[src/rtl/inst_fetch_unit_pkg.sv]
// rtl/inst_fetch_unit_pkg.sv - shared constants, types and pc helpers for the fetch unit
package inst_fetch_unit_pkg;

  localparam logic [31:0] PC_RESET_DEFAULT = 32'h0000_0000;
  localparam int          INSTR_W          = 32;
  localparam int          OPCODE_W         = 6;

  typedef enum logic [0:0] {
    ST_RUN   = 1'b0,
    ST_FLUSH = 1'b1
  } fetch_state_e;

  // Sequential fetch step; natural 32-bit wrap takes FFFF_FFFC to 0.
  function automatic logic [31:0] pc_inc(input logic [31:0] pc);
    return pc + 32'd4;
  endfunction

  // Fetch addresses are always word aligned.
  function automatic logic [31:0] pc_align(input logic [31:0] pc);
    return {pc[31:2], 2'b00};
  endfunction

endpackage

[src/rtl/fetch_fifo.sv]
// rtl/fetch_fifo.sv - synchronous FIFO with full/empty/count and synchronous clear
module fetch_fifo #(
  parameter int DEPTH = 4,
  parameter int WIDTH = 32
) (
  input  logic                     clk,
  input  logic                     rst_n,
  input  logic                     i_clear,
  input  logic                     i_push,
  input  logic [WIDTH-1:0]         i_wdata,
  input  logic                     i_pop,
  output logic [WIDTH-1:0]         o_rdata,
  output logic                     o_full,
  output logic                     o_empty,
  output logic [$clog2(DEPTH):0]   o_count
);

  localparam int AW = $clog2(DEPTH);
  localparam int CW = AW + 1;

  logic [WIDTH-1:0] r_mem [DEPTH];
  logic [AW-1:0]    r_wr_ptr;
  logic [AW-1:0]    r_rd_ptr;
  logic [CW-1:0]    r_count;
  logic             w_do_push;
  logic             w_do_pop;

  assign o_full    = (r_count == CW'(DEPTH));
  assign o_empty   = (r_count == '0);
  assign o_count   = r_count;
  assign o_rdata   = r_mem[r_rd_ptr];
  assign w_do_pop  = i_pop && !o_empty;
  // A push into a full FIFO is dropped unless a pop frees a slot on the same edge.
  assign w_do_push = i_push && (!o_full || w_do_pop);

  // Data storage: no reset needed, entries are only observed once written.
  always_ff @(posedge clk) begin
    if (w_do_push && !i_clear) begin
      r_mem[r_wr_ptr] <= i_wdata;
    end
  end

  // Pointer and occupancy tracking; clear wins over push/pop.
  always_ff @(posedge clk or negedge rst_n) begin
    if (!rst_n) begin
      r_wr_ptr <= '0;
      r_rd_ptr <= '0;
      r_count  <= '0;
    end else if (i_clear) begin
      r_wr_ptr <= '0;
      r_rd_ptr <= '0;
      r_count  <= '0;
    end else begin
      if (w_do_push) r_wr_ptr <= r_wr_ptr + 1'b1;
      if (w_do_pop)  r_rd_ptr <= r_rd_ptr + 1'b1;
      if (w_do_push && !w_do_pop) begin
        r_count <= r_count + CW'(1);
      end else if (!w_do_push && w_do_pop) begin
        r_count <= r_count - CW'(1);
      end
    end
  end

endmodule

[src/rtl/inst_fetch_unit.sv]
// rtl/inst_fetch_unit.sv - credit-limited instruction fetcher with redirect flush and decode buffer
module inst_fetch_unit
  import inst_fetch_unit_pkg::*;
#(
  parameter logic [31:0] PC_RESET = PC_RESET_DEFAULT,
  parameter int          DEPTH    = 4
) (
  input  logic                clk,
  input  logic                rst_n,
  output logic                o_imem_req,
  output logic [31:0]         o_imem_addr,
  input  logic                i_imem_gnt,
  input  logic                i_imem_rvalid,
  input  logic [INSTR_W-1:0]  i_imem_rdata,
  input  logic                i_redirect,
  input  logic [31:0]         i_redirect_pc,
  output logic                o_out_valid,
  input  logic                i_out_ready,
  output logic [INSTR_W-1:0]  o_out_instr,
  output logic [31:0]         o_out_pc,
  output logic [OPCODE_W-1:0] o_out_opcode
);

  localparam int CW    = $clog2(DEPTH) + 1;
  localparam int BUF_W = INSTR_W + 32;

  fetch_state_e     r_state;
  fetch_state_e     w_state_nxt;
  logic [31:0]      r_fetch_pc;
  logic [31:0]      w_fetch_pc_nxt;
  logic [CW-1:0]    r_outstanding;
  logic [CW-1:0]    w_outstanding_nxt;
  logic [CW-1:0]    r_drop_cnt;
  logic [CW-1:0]    w_drop_cnt_nxt;

  logic             w_req;
  logic             w_credit;
  logic             w_accept;
  logic             w_resp_any;
  logic             w_resp_keep;
  logic             w_pop;

  logic [BUF_W-1:0] w_buf_rdata;
  logic             w_buf_full;
  logic             w_buf_empty;
  logic [CW-1:0]    w_buf_count;
  logic [31:0]      w_aq_pc;
  logic             w_aq_full;
  logic             w_aq_empty;
  logic [CW-1:0]    w_aq_count;
  logic             w_unused;

  // Requests in flight plus buffered instructions may never exceed the buffer size,
  // which guarantees every kept response has a free slot.
  assign w_credit   = ({1'b0, r_outstanding} + {1'b0, w_buf_count}) < (CW + 1)'(DEPTH);
  // A response with nothing outstanding cannot belong to us and is ignored.
  assign w_resp_any = i_imem_rvalid && (r_outstanding != '0);
  assign o_imem_req = rst_n && w_req;
  assign w_accept   = o_imem_req && i_imem_gnt;
  assign o_imem_addr = r_fetch_pc;
  assign w_pop      = o_out_valid && i_out_ready;

  // Next state, drop counter and request/keep decisions; redirect overrides everything.
  always_comb begin
    w_state_nxt    = r_state;
    w_drop_cnt_nxt = r_drop_cnt;
    w_req          = 1'b0;
    w_resp_keep    = 1'b0;
    if (i_redirect) begin
      w_drop_cnt_nxt = r_outstanding - CW'(w_resp_any);
      w_state_nxt    = (w_drop_cnt_nxt != '0) ? ST_FLUSH : ST_RUN;
    end else begin
      case (r_state)
        ST_RUN: begin
          w_req       = w_credit;
          w_resp_keep = w_resp_any;
        end
        ST_FLUSH: begin
          if (w_resp_any && (r_drop_cnt != '0)) begin
            w_drop_cnt_nxt = r_drop_cnt - CW'(1);
          end
          if (w_drop_cnt_nxt == '0) begin
            w_state_nxt = ST_RUN;
          end
        end
        default: w_state_nxt = ST_RUN;
      endcase
    end
  end

  // Outstanding count and fetch address next values.
  always_comb begin
    w_outstanding_nxt = r_outstanding;
    if (w_accept && !w_resp_any) begin
      w_outstanding_nxt = r_outstanding + CW'(1);
    end else if (!w_accept && w_resp_any) begin
      w_outstanding_nxt = r_outstanding - CW'(1);
    end
    w_fetch_pc_nxt = r_fetch_pc;
    if (i_redirect) begin
      w_fetch_pc_nxt = pc_align(i_redirect_pc);
    end else if (w_accept) begin
      w_fetch_pc_nxt = pc_inc(r_fetch_pc);
    end
  end

  // Control state registers.
  always_ff @(posedge clk or negedge rst_n) begin
    if (!rst_n) begin
      r_state       <= ST_RUN;
      r_fetch_pc    <= PC_RESET;
      r_outstanding <= '0;
      r_drop_cnt    <= '0;
    end else begin
      r_state       <= w_state_nxt;
      r_fetch_pc    <= w_fetch_pc_nxt;
      r_outstanding <= w_outstanding_nxt;
      r_drop_cnt    <= w_drop_cnt_nxt;
    end
  end

  // Address queue: remembers the pc of each accepted request until its response returns.
  fetch_fifo #(
    .DEPTH (DEPTH),
    .WIDTH (32)
  ) u_addr_q (
    .clk     (clk),
    .rst_n   (rst_n),
    .i_clear (i_redirect),
    .i_push  (w_accept),
    .i_wdata (r_fetch_pc),
    .i_pop   (w_resp_keep),
    .o_rdata (w_aq_pc),
    .o_full  (w_aq_full),
    .o_empty (w_aq_empty),
    .o_count (w_aq_count)
  );

  // Instruction buffer: {instruction, pc} pairs presented to decode.
  fetch_fifo #(
    .DEPTH (DEPTH),
    .WIDTH (BUF_W)
  ) u_instr_buf (
    .clk     (clk),
    .rst_n   (rst_n),
    .i_clear (i_redirect),
    .i_push  (w_resp_keep),
    .i_wdata ({i_imem_rdata, w_aq_pc}),
    .i_pop   (w_pop),
    .o_rdata (w_buf_rdata),
    .o_full  (w_buf_full),
    .o_empty (w_buf_empty),
    .o_count (w_buf_count)
  );

  assign o_out_valid  = !w_buf_empty;
  assign o_out_instr  = o_out_valid ? w_buf_rdata[BUF_W-1:32] : '0;
  assign o_out_pc     = o_out_valid ? w_buf_rdata[31:0] : '0;
  assign o_out_opcode = o_out_instr[INSTR_W-1 -: OPCODE_W];

  assign w_unused = ^{i_redirect_pc[1:0], w_aq_full, w_aq_empty, w_aq_count, w_buf_full};

endmodule

[config.mk]
export PLATFORM = sky130hd
export DESIGN_NAME = inst_fetch_unit
export DESIGN_NICKNAME = d
export VERILOG_FILES = /design/src/rtl/inst_fetch_unit_pkg.sv /design/src/rtl/fetch_fifo.sv /design/src/rtl/inst_fetch_unit.sv
export SDC_FILE = /design/constraint.sdc
export NUM_CORES = 1
export LEC_CHECK = 0
export ABC_CLOCK_PERIOD_IN_PS = 8200
export BUFFER_PORTS_ARGS = -buffer_cell sky130_fd_sc_hd__buf_2
export CAP_MARGIN = 20
export CORE_MARGIN = 4
export CORE_UTILIZATION = 50
export CTS_BUF_LIST = sky130_fd_sc_hd__clkbuf_8 sky130_fd_sc_hd__clkbuf_16
export CTS_CLUSTER_SIZE = 40
export DETAILED_ROUTE_END_ITERATION = 8
export PLACE_DENSITY_LB_ADDON = 0.2
export SYNTH_ARGS = -nofsm -noshare
export SYNTH_HDL_FRONTEND = slang
export SYNTH_SLANG_ARGS = --single-unit
export TNS_END_PERCENT = 50
[constraint.sdc]
create_clock -name clk -period 8.2 [get_ports clk]
set_input_delay 1.64 -clock clk [delete_from_list [all_inputs] [get_ports clk]]
set_output_delay 1.64 -clock clk [all_outputs]
set_load 0.02 [all_outputs]
==> metrics.yaml, run 1 <==
hp-start: "u_addr_q.r_wr_ptr[0]$_DFFE_PN0P_"
die_y_um: 192
critPathKind: "register to output pin"
r2r_slack_ns: 5.11
yosys_warnings: 0
endpoint_kind: "output pin"
htree_levels: 2
slew_violations: 0
dp_hpwl_um: 19500
postCtsHoldBufs: 0
min_period_ns: 4.68
insertion_delay_ns: 0.52
p_total_w: 0.00556
postRouteAntennaNets: 0
syn_area_per_cell_sq_um: 18.4
hp-class: "register to register"
first_pass_iters: 5
via_count: 8793
synth_flop_cell: "edfxtp_1"
fmax_mhz: 214
p_sw_frac: 0.286
cts.sinks: 419
gp_congestion: 0.776
p_int_w: 0.00397
timing.rr.start: "r_outstanding[2]$_DFFE_PN0P_"
sequentialPowerShare: 0.459
path_clk_slew_ns: 0.06
fin_nets: 1189
clock_skew_ns: 0.0135
p_comb_frac: 0.217
arrival_ns: 3.04
drive_above_1_share: 0.317
die_x_um: 192
wl_um: 33600
io_pins: 174
cap_viol_max_count: 0
final-setup-viol-count: 0
grt_overflow: 0
ys_ff_latch: 419
synthArstFlopShare: 0.122
core_region_area_sq_mm: 0.0335
tns_ns: 0
postCtsSetupBuffers: 0
clkPwrFrac: 0.324
drc: 0
r2r.worst_path.cells: 7
die_area_sq_mm: 0.0369
grt_pass1_wl_um: 52500
cts-resized-gates: 0
grt_pass1_vias: 8962
track_usage: 0.184
holdPathStages: 1
avgViaCountPerCell: 5.56
ir_drop_mv: 0.148
yosysSeqAreaShare: 0.727
power_density_mw_per_mm2: 284
cp_max_fo: 40
hold_viol_final: 0
port_buffers: 167
outcome: "completed"
power_leakage_nw: 6.81
placementRows: 67
startpoint_type: "register"
required_ns: 6.56
synth_area_sq_mm: 0.0170
antenna_found_initial: 0
area_growth_pct: 15.3
fillers: 2551
relSlewSlack: 0.339
fin_crit_sh: 0.571
grt_max_degree: 66
drt_iter0_markers: 488
syn_inst: 922
r2r_end: "u_addr_q.r_mem[2][2]$_DFFE_PP_"
synth_edf_count: 368
wire_per_inst_um: 21.2
cts_buffers: 43
whs_endpoint: "u_addr_q.r_wr_ptr[0]$_DFFE_PN0P_"
yosysUniqueCellTypes: 62
root_buffer: "clkbuf_16"
max_slew.worst_pin.slew_ns: 0.992
diodes: 0
p_sw_w: 0.00159
initial_core_util: 0.506
rsz0062_at_grt: "no"
holdWs_ns: 0.556
cts_tree: "built"
cts_buffer_depth: 3
## worst max-delay path, cell delays in order (launching register included)
cell and delay (ns):
dfrtp_4 0.97, buf_4 0.58, mux4_2 0.56, and2_1 0.19, buf_2 0.16
## power groups by stage
stage,sequential (W),clock (W),combinational (W)
final,0.00255,0.00180,0.00121
after global routing,0.00257,0.00195,0.00133
after CTS,0.00256,0.00185,0.00124
after detailed placement,0.00260,0,0.00123
after global placement,0.00260,0,0.00123
after floorplan,0.00252,0,0.000921
## final cells by class
| class | instances | area [sq um] | share of cell area |
|---|---|---|---|
| clock buffer | 45 | 1130 | 0.0576 |
| multi-input combinational | 436 | 4330 | 0.221 |
| timing repair buffer | 182 | 948 | 0.0485 |
| inverter | 18 | 70.1 | 0.00358 |
| tap | 448 | 561 | 0.0287 |
| sequential | 419 | 12300 | 0.630 |
| clock inverter | 34 | 200 | 0.0102 |
## placed cells by master, fill, tap and decap left out, types with 5 or more instances in the layout
cell type	Yosys	final
clkinv_1	1	11
edfxtp_1	368	368
o311ai_0	12	12
clkbuf_16	0	45
buf_2	13	167
a21oi_1	11	11
o21ai_0	21	21
mux4_2	92	92
buf_4	12	15
xor2_1	10	10
nand2_1	47	47
mux2i_1	5	5
clkinv_2	0	9
nand4_1	8	8
inv_1	15	26
and2_1	73	69
ha_1	16	16
nand3_1	26	26
xnor2_1	5	5
o211ai_1	12	12
dfrtp_1	51	47
nor2_1	30	30
nor3_1	9	9
## per-layer routing
| layer | routed length, um | global-route usage | up-vias |
|---|---|---|---|
| li1 | - | - | 4012 |
| met2 | 16300 | 0.305 | 268 |
| met5 | 0 | 0 | - |
| met3 | 1930 | 0.0285 | 45 |
| met1 | 14700 | 0.264 | 4468 |
| met4 | 604 | 0.0411 | 0 |
## state kept, by name (all words and copies together) (netlist names)
signal / cells
r_drop_cnt: 3
u_addr_q.o_count: 3
u_addr_q.r_wr_ptr: 2
u_instr_buf.o_count: 3
u_addr_q.r_rd_ptr: 2
u_instr_buf.r_mem: 248
r_state: 1
u_addr_q.r_mem: 120
r_outstanding: 3
u_instr_buf.r_wr_ptr: 2
o_imem_addr: 30
u_instr_buf.r_rd_ptr: 2
## worst max-delay path by stage
stage               slack (ns)                           startpoint                                 end  cells past startpoint
global placement          3.50                                rst_n                          o_imem_req                      5
floorplan                 3.94                        i_imem_rvalid  u_instr_buf.r_mem[0][10]$_DFFE_PP_                      5
global route              3.25  u_instr_buf.r_rd_ptr[0]$_DFFE_PN0P_                         o_out_pc[3]                      4
CTS                       3.38  u_instr_buf.r_rd_ptr[0]$_DFFE_PN0P_                         o_out_pc[3]                      4
detailed placement        3.49                                rst_n                          o_imem_req                      5
finish                    3.52  u_instr_buf.r_rd_ptr[0]$_DFFE_PN0P_                     o_out_instr[12]                      4
## cell families after synthesis
group | after synthesis | share of synthesized area
xor+xnor | 15 | 0.00774
flops | 419 | 0.727
fa+ha+maj | 19 | 0.0153
buf+inv | 70 | 0.0193
compound gates | 82 | 0.0346
simple gates | 216 | 0.0690
mux | 100 | 0.127
other cells | 1 | 0.000221
## metrics by stage
| stage | utilization | setup slack [ns] | instances | cell area, sq um |
|---|---|---|---|---|
| after floorplan | - | 3.94 | 925 | 17000 |
| after global placement | 0.544 | 3.50 | 1503 | 18200 |
| after detailed placement | 0.544 | 3.49 | 1503 | 18200 |
| after CTS | 0.583 | 3.38 | 1582 | 19600 |
| after global routing | 0.583 | 3.25 | 1582 | 19600 |
| final | 0.583 | 3.52 | 1582 | 19600 |
## Yosys cell counts (3+ instances only)
cell      instances  area, sq um
nor4_1            3         18.8
or3_1             3         18.8
mux4_2           92         2070
xnor2_1           5         43.8
mux2i_1           5         50.1
and2_1           73          457
edfxtp_1        368        11100
nand2_1          47          176
inv_1            15         56.3
nor3_1            9         45.0
mux2_2            3         33.8
nor2_1           30          113
a31o_2            3         26.3
dfrtp_1          51         1280
buf_2            13         65.1
nand4_1           8         50.1
xor2_1           10         87.6
o21ai_0          21          105
clkbuf_1         25         93.8
o311ai_0         12          105
o211ai_1         12         90.1
fa_1              3         60.1
ha_1             16          200
a21oi_1          11         55.1
nand3_1          26          130
buf_4            12         90.1
Power figures use the tool's default switching activity.
==> run 2: changes to the inputs <==
ABC_CLOCK_PERIOD_IN_PS = 3800   (was 8200)
clock period = 3.8 ns   (was 8.2 ns; I/O delays follow)
==> metrics.yaml, run 2 (synthesized netlist as in run 1, its figures left out) <==
p_sw_w: 0.00349  # was 0.00159 W
postCtsSetupBuffers: 0  # unchanged
port_buffers: 167  # unchanged
fin_crit_sh: 0.834
critPathKind: "register to output pin"  # unchanged
max_slew.worst_pin.slew_ns: 0.821  # was 0.992 ns
die_area_sq_mm: 0.0369  # unchanged
io_pins: 174  # unchanged
cts_tree: "built"  # unchanged
postRouteAntennaNets: 0  # unchanged
drive_above_1_share: 0.319  # was 0.317
antenna_found_initial: 0  # unchanged
p_comb_frac: 0.231  # was 0.217
path_buf_inv: 2  # unchanged
insertion_delay_ns: 0.53  # was 0.52 ns
grt_pass1_wl_um: 53300  # was 52500 um
dp_hpwl_um: 20900  # was 19500 um
wire_per_inst_um: 21.6  # was 21.2 um
grt_pass1_vias: 9099  # was 8962
startpoint_type: "register"  # unchanged
avgViaCountPerCell: 5.63  # was 5.56
area_growth_pct: 16.2  # was 15.3%
cp_cell_sequence: "buf_4, mux4_2, and2_1, buf_2"  # unchanged
arrival_ns: 2.41  # was 3.04 ns
fin_nets: 1198  # was 1189
endpoint_kind: "output pin"  # unchanged
largest_register_ffs: 248  # unchanged
layout_commonest_cell: "edfxtp_1"  # unchanged
min_period_ns: 3.17
grt_max_degree: 63  # was 66
p_int_w: 0.00866  # was 0.00397 W
cts_buffer_depth: 3  # unchanged
postCtsHoldBufs: 0  # unchanged
top_register: "u_instr_buf.r_mem"  # unchanged
sequentialPowerShare: 0.445  # was 0.459
tns_ns: 0  # unchanged
outcome: "completed"  # unchanged
required_ns: 3.04  # was 6.56 ns
rsz0062_at_grt: "no"  # unchanged
clkPwrFrac: 0.323  # was 0.324
gp_congestion: 0.809  # was 0.776
hold_viol_final: 0  # unchanged
cap_viol_max_count: 0  # unchanged
critPathLaunch: "u_instr_buf.r_rd_ptr[0]$_DFFE_PN0P_"  # unchanged
drt_iter0_markers: 724  # was 488
timing.rr.start: "r_outstanding[2]$_DFFE_PN0P_"  # unchanged
root_buffer: "clkbuf_16"  # unchanged
relSlewSlack: 0.453  # was 0.339
slew_violations: 0  # unchanged
path_clk_slew_ns: 0.06  # about the same
fillers: 2551  # unchanged
clock_skew_ns: 0.0143  # was 0.0135 ns
final_cell_mix: "edfxtp_1, buf_2, mux4_2"  # unchanged
fin_area_sq_mm: 0.0197  # was 0.0196 sq mm
first_pass_iters: 5  # unchanged
ir_drop_mv: 0.356  # was 0.148 mV
initial_core_util: 0.506  # unchanged
critPathSlowestCell: "mux4_2"  # was dfrtp_4
power_leakage_nw: 6.86  # was 6.81 nW
multi_input_area_sq_mm: 0.00433  # unchanged
cts-resized-gates: 0  # unchanged
holdWs_ns: 0.380  # was 0.556 ns
grt_overflow: 0  # unchanged
crit_path_max_incr_delay_ns: 0.57  # was 0.97 ns
cts.sinks: 419  # unchanged
wl_um: 34200  # was 33600 um
hp-class: "input port to async pin"  # was register to register
seq_area_sq_mm: 0.0123  # unchanged
die_y_um: 192  # unchanged
track_usage: 0.189  # was 0.184
via_count: 8922  # was 8793
power_density_mw_per_mm2: 616  # was 284 mW/mm^2
fmax_mhz: 315
dpl_cell_area_sq_mm: 0.0184  # was 0.0182 sq mm
diodes: 0  # unchanged
cts_buffers: 43  # unchanged
p_sw_frac: 0.287  # was 0.286
cp_max_fo: 18  # was 40
htree_levels: 2  # unchanged
drc: 0  # unchanged
placementRows: 67  # unchanged
core_region_area_sq_mm: 0.0335  # unchanged
die_x_um: 192  # unchanged
critPathTopFamily: "buffers and inverters"  # was flip-flops
final-setup-viol-count: 0  # unchanged
==> run 2: final timing paths <==
| path | to | slack, ns | cells after the start |
|---|---|---|---|
| hold / removal | r_outstanding[0]$_DFFE_PN0P_ | 0.38 | 2 |
| hold reg to reg | u_addr_q.r_wr_ptr[0]$_DFFE_PN0P_ | 0.56 | 1 |
| setup reg to reg | u_addr_q.o_count[2]$_DFFE_PN0P_ | 1.01 | 10 |
| max in group asynchronous | u_instr_buf.r_rd_ptr[0]$_DFFE_PN0P_ | 2.88 | 2 |
| min in group clk | o_imem_addr[9]$_DFFE_PN0N_ | 0.43 | 3 |
| setup / recovery | o_out_pc[5] | 0.63 | 4 |
==> run 2: area by class of cell <==
cell class | count | share of cell area
sequential | 419 | 0.626
multi-input combinational | 436 | 0.219
timing repair buffer | 191 | 0.0560
clock buffer | 43 | 0.0546
tap | 448 | 0.0284
clock inverter | 31 | 0.0120
inverter | 18 | 0.00356
==> run 2: stage by stage <==
step | instances | power [W] | setup slack, ns | utilization
CTS | 1586 | 0.0123 | 0.558 | 0.588
floorplan | 925 | 0.00743 | 0.416 | -
global route | 1586 | 0.0127 | 0.524 | 0.588
global placement | 1512 | 0.00834 | 0.792 | 0.549
finish | 1586 | 0.0121 | 0.630 | 0.588
detailed placement | 1512 | 0.00836 | 0.776 | 0.549
==> run 2: routing by layer <==
metal | routed length, um | up-vias | GRT usage
li1 | - | 4034 | -
met3 | 2030 | 48 | 0.0313
met1 | 14900 | 4562 | 0.270
met2 | 16700 | 278 | 0.311
met4 | 590 | 0 | 0.0420
met5 | 0 | - | 0
==> run 2: power by group through the flow <==
stage | Clock, W | Combinational, W | Sequential, W
2_1_floorplan | 0 | 0.00199 | 0.00544
3_3_place_gp | 0 | 0.00284 | 0.00549
3_5_place_dp | 0 | 0.00286 | 0.00550
4_1_cts | 0.00403 | 0.00289 | 0.00541
5_1_grt | 0.00424 | 0.00307 | 0.00544
6_report | 0.00393 | 0.00281 | 0.00541
==> run 3: changes to the inputs <==
ABC_CLOCK_PERIOD_IN_PS = 3200   (was 3800)
clock period = 3.2 ns   (was 3.8 ns; I/O delays follow)
==> metrics.yaml, run 3 (synthesized netlist as in run 1, its figures left out) <==
min_period_ns: 3.02
cts.sinks: 419  # unchanged
placementRows: 67  # unchanged
final-setup-viol-count: 0  # unchanged
cap_viol_max_count: 0  # unchanged
insertion_delay_ns: 0.53  # about the same
cts-resized-gates: 0  # unchanged
slew_violations: 0  # unchanged
htree_levels: 2  # unchanged
cts_buffer_depth: 3  # unchanged
drt_iter0_markers: 665  # was 724
power_density_mw_per_mm2: 736  # was 616 mW/mm^2
r2r_slack_ns: 0.31  # was 1.01 ns
postCtsHoldBufs: 0  # unchanged
dp_hpwl_um: 21700  # was 20900 um
die_y_um: 192  # unchanged
fin_area_sq_mm: 0.0200  # was 0.0197 sq mm
startpoint_type: "register"  # unchanged
io_pins: 174  # unchanged
via_count: 9024  # was 8922
gp_congestion: 0.801  # was 0.809
place_inst: 1526  # was 1512
arrival_ns: 2.38  # was 2.41 ns
initial_core_util: 0.506  # unchanged
core_region_area_sq_mm: 0.0335  # unchanged
hp-class: "input port to async pin"  # unchanged
grt_pass1_wl_um: 52900  # was 53300 um
grt_pass1_vias: 9195  # was 9099
area_growth_pct: 17.9  # was 16.2%
postRouteAntennaNets: 0  # unchanged
rsz0062_at_grt: "no"  # unchanged
ir_drop_mv: 0.506  # was 0.356 mV
final_cell_mix: "edfxtp_1, buf_2, mux4_2"  # unchanged
dpl_cell_area_sq_mm: 0.0186  # was 0.0184 sq mm
top_register: "u_instr_buf.r_mem"  # unchanged
r2r.worst_path.cells: 6  # was 10
first_pass_iters: 5  # unchanged
root_buffer: "clkbuf_16"  # unchanged
critPathKind: "register to output pin"  # unchanged
antenna_found_initial: 1  # was 0
fin_cells: 1605  # was 1586
outcome: "completed"  # unchanged
fin_crit_sh: 0.944
power_leakage_nw: 7.01  # was 6.86 nW
drive_above_1_share: 0.331  # was 0.319
grt_max_degree: 65  # was 63
cts_buffers: 43  # unchanged
postCtsSetupBuffers: 0  # unchanged
endpoint_kind: "output pin"  # unchanged
die_area_sq_mm: 0.0369  # unchanged
max_slew.worst_pin.slew_ns: 0.722  # was 0.821 ns
cp_max_fo: 19  # was 18
die_x_um: 192  # unchanged
largest_register_ffs: 248  # unchanged
fmax_mhz: 331
required_ns: 2.56  # was 3.04 ns
track_usage: 0.186  # was 0.189
hold_viol_final: 0  # unchanged
clock_skew_ns: 0.0111  # was 0.0143 ns
drc: 0  # unchanged
grt_overflow: 0  # unchanged
diodes: 0  # unchanged
avgViaCountPerCell: 5.62  # was 5.63
cts_tree: "built"  # unchanged
port_buffers: 167  # unchanged
fin_nets: 1212  # was 1198
tns_ns: 0  # unchanged
path_clk_slew_ns: 0.06  # about the same
wire_per_inst_um: 21.2  # was 21.6 um
layout_commonest_cell: "edfxtp_1"  # unchanged
wl_um: 34100  # was 34200 um
relSlewSlack: 0.517  # was 0.453
-- run 3: final cells by class --
class / instances / area [sq um]
flip-flops and latches: 419 / 12300
well taps: 448 / 561
fillers: 2564 / 13500
multi-input cells: 436 / 4330
clock buffers: 44 / 1100
clock inverters: 35 / 318
inverters: 18 / 70.1
repair buffers: 205 / 1300
-- run 3: path summary, 6_finish.rpt --
check                                                    start                                  end
setup reg to reg            u_instr_buf.o_count[2]$_DFFE_PN0P_      u_addr_q.r_mem[3][20]$_DFFE_PP_
hold / removal                                           rst_n          o_imem_addr[27]$_DFFE_PN0N_
max in group asynchronous                                rst_n  u_instr_buf.r_rd_ptr[0]$_DFFE_PN0P_
min in group clk                             i_redirect_pc[20]          o_imem_addr[20]$_DFFE_PN0N_
setup / recovery           u_instr_buf.r_rd_ptr[0]$_DFFE_PN0P_                         o_out_pc[17]
hold reg to reg               u_addr_q.r_wr_ptr[0]$_DFFE_PN0P_     u_addr_q.r_wr_ptr[0]$_DFFE_PN0P_
-- run 3: critical path: stages, from the launching register on --
cell	delay, ns
dfrtp_4	0.71
buf_4	0.28
mux4_2	0.54
and2_1	0.18
buf_2	0.15
-- run 3: report_power, final --
group | total, W | switching [W] | internal, W
registers | 0.00645 | 0.000294 | 0.00615
clock network | 0.00495 | 0.00197 | 0.00298
logic | 0.00332 | 0.00191 | 0.00141
-- run 3: routing by layer --
layer / share of wire / global-route usage
met1: 0.45 / 0.264
met2: 0.48 / 0.308
met3: 0.053 / 0.0302
met4: 0.020 / 0.0439
met5: 0.00035 / 0
-- run 3: stage by stage --
step	hold WS, ns	setup slack [ns]	total power [W]	util
6_report	0.258	0.179	0.0147	0.597
5_1_grt	0.299	0.0355	0.0154	0.597
4_1_cts	0.274	0.0920	0.0149	0.597
3_5_place_dp	0.550	0.317	0.00995	0.554
3_3_place_gp	0.525	0.388	0.00990	0.554
2_1_floorplan	0.344	-0.0637	0.00882	-
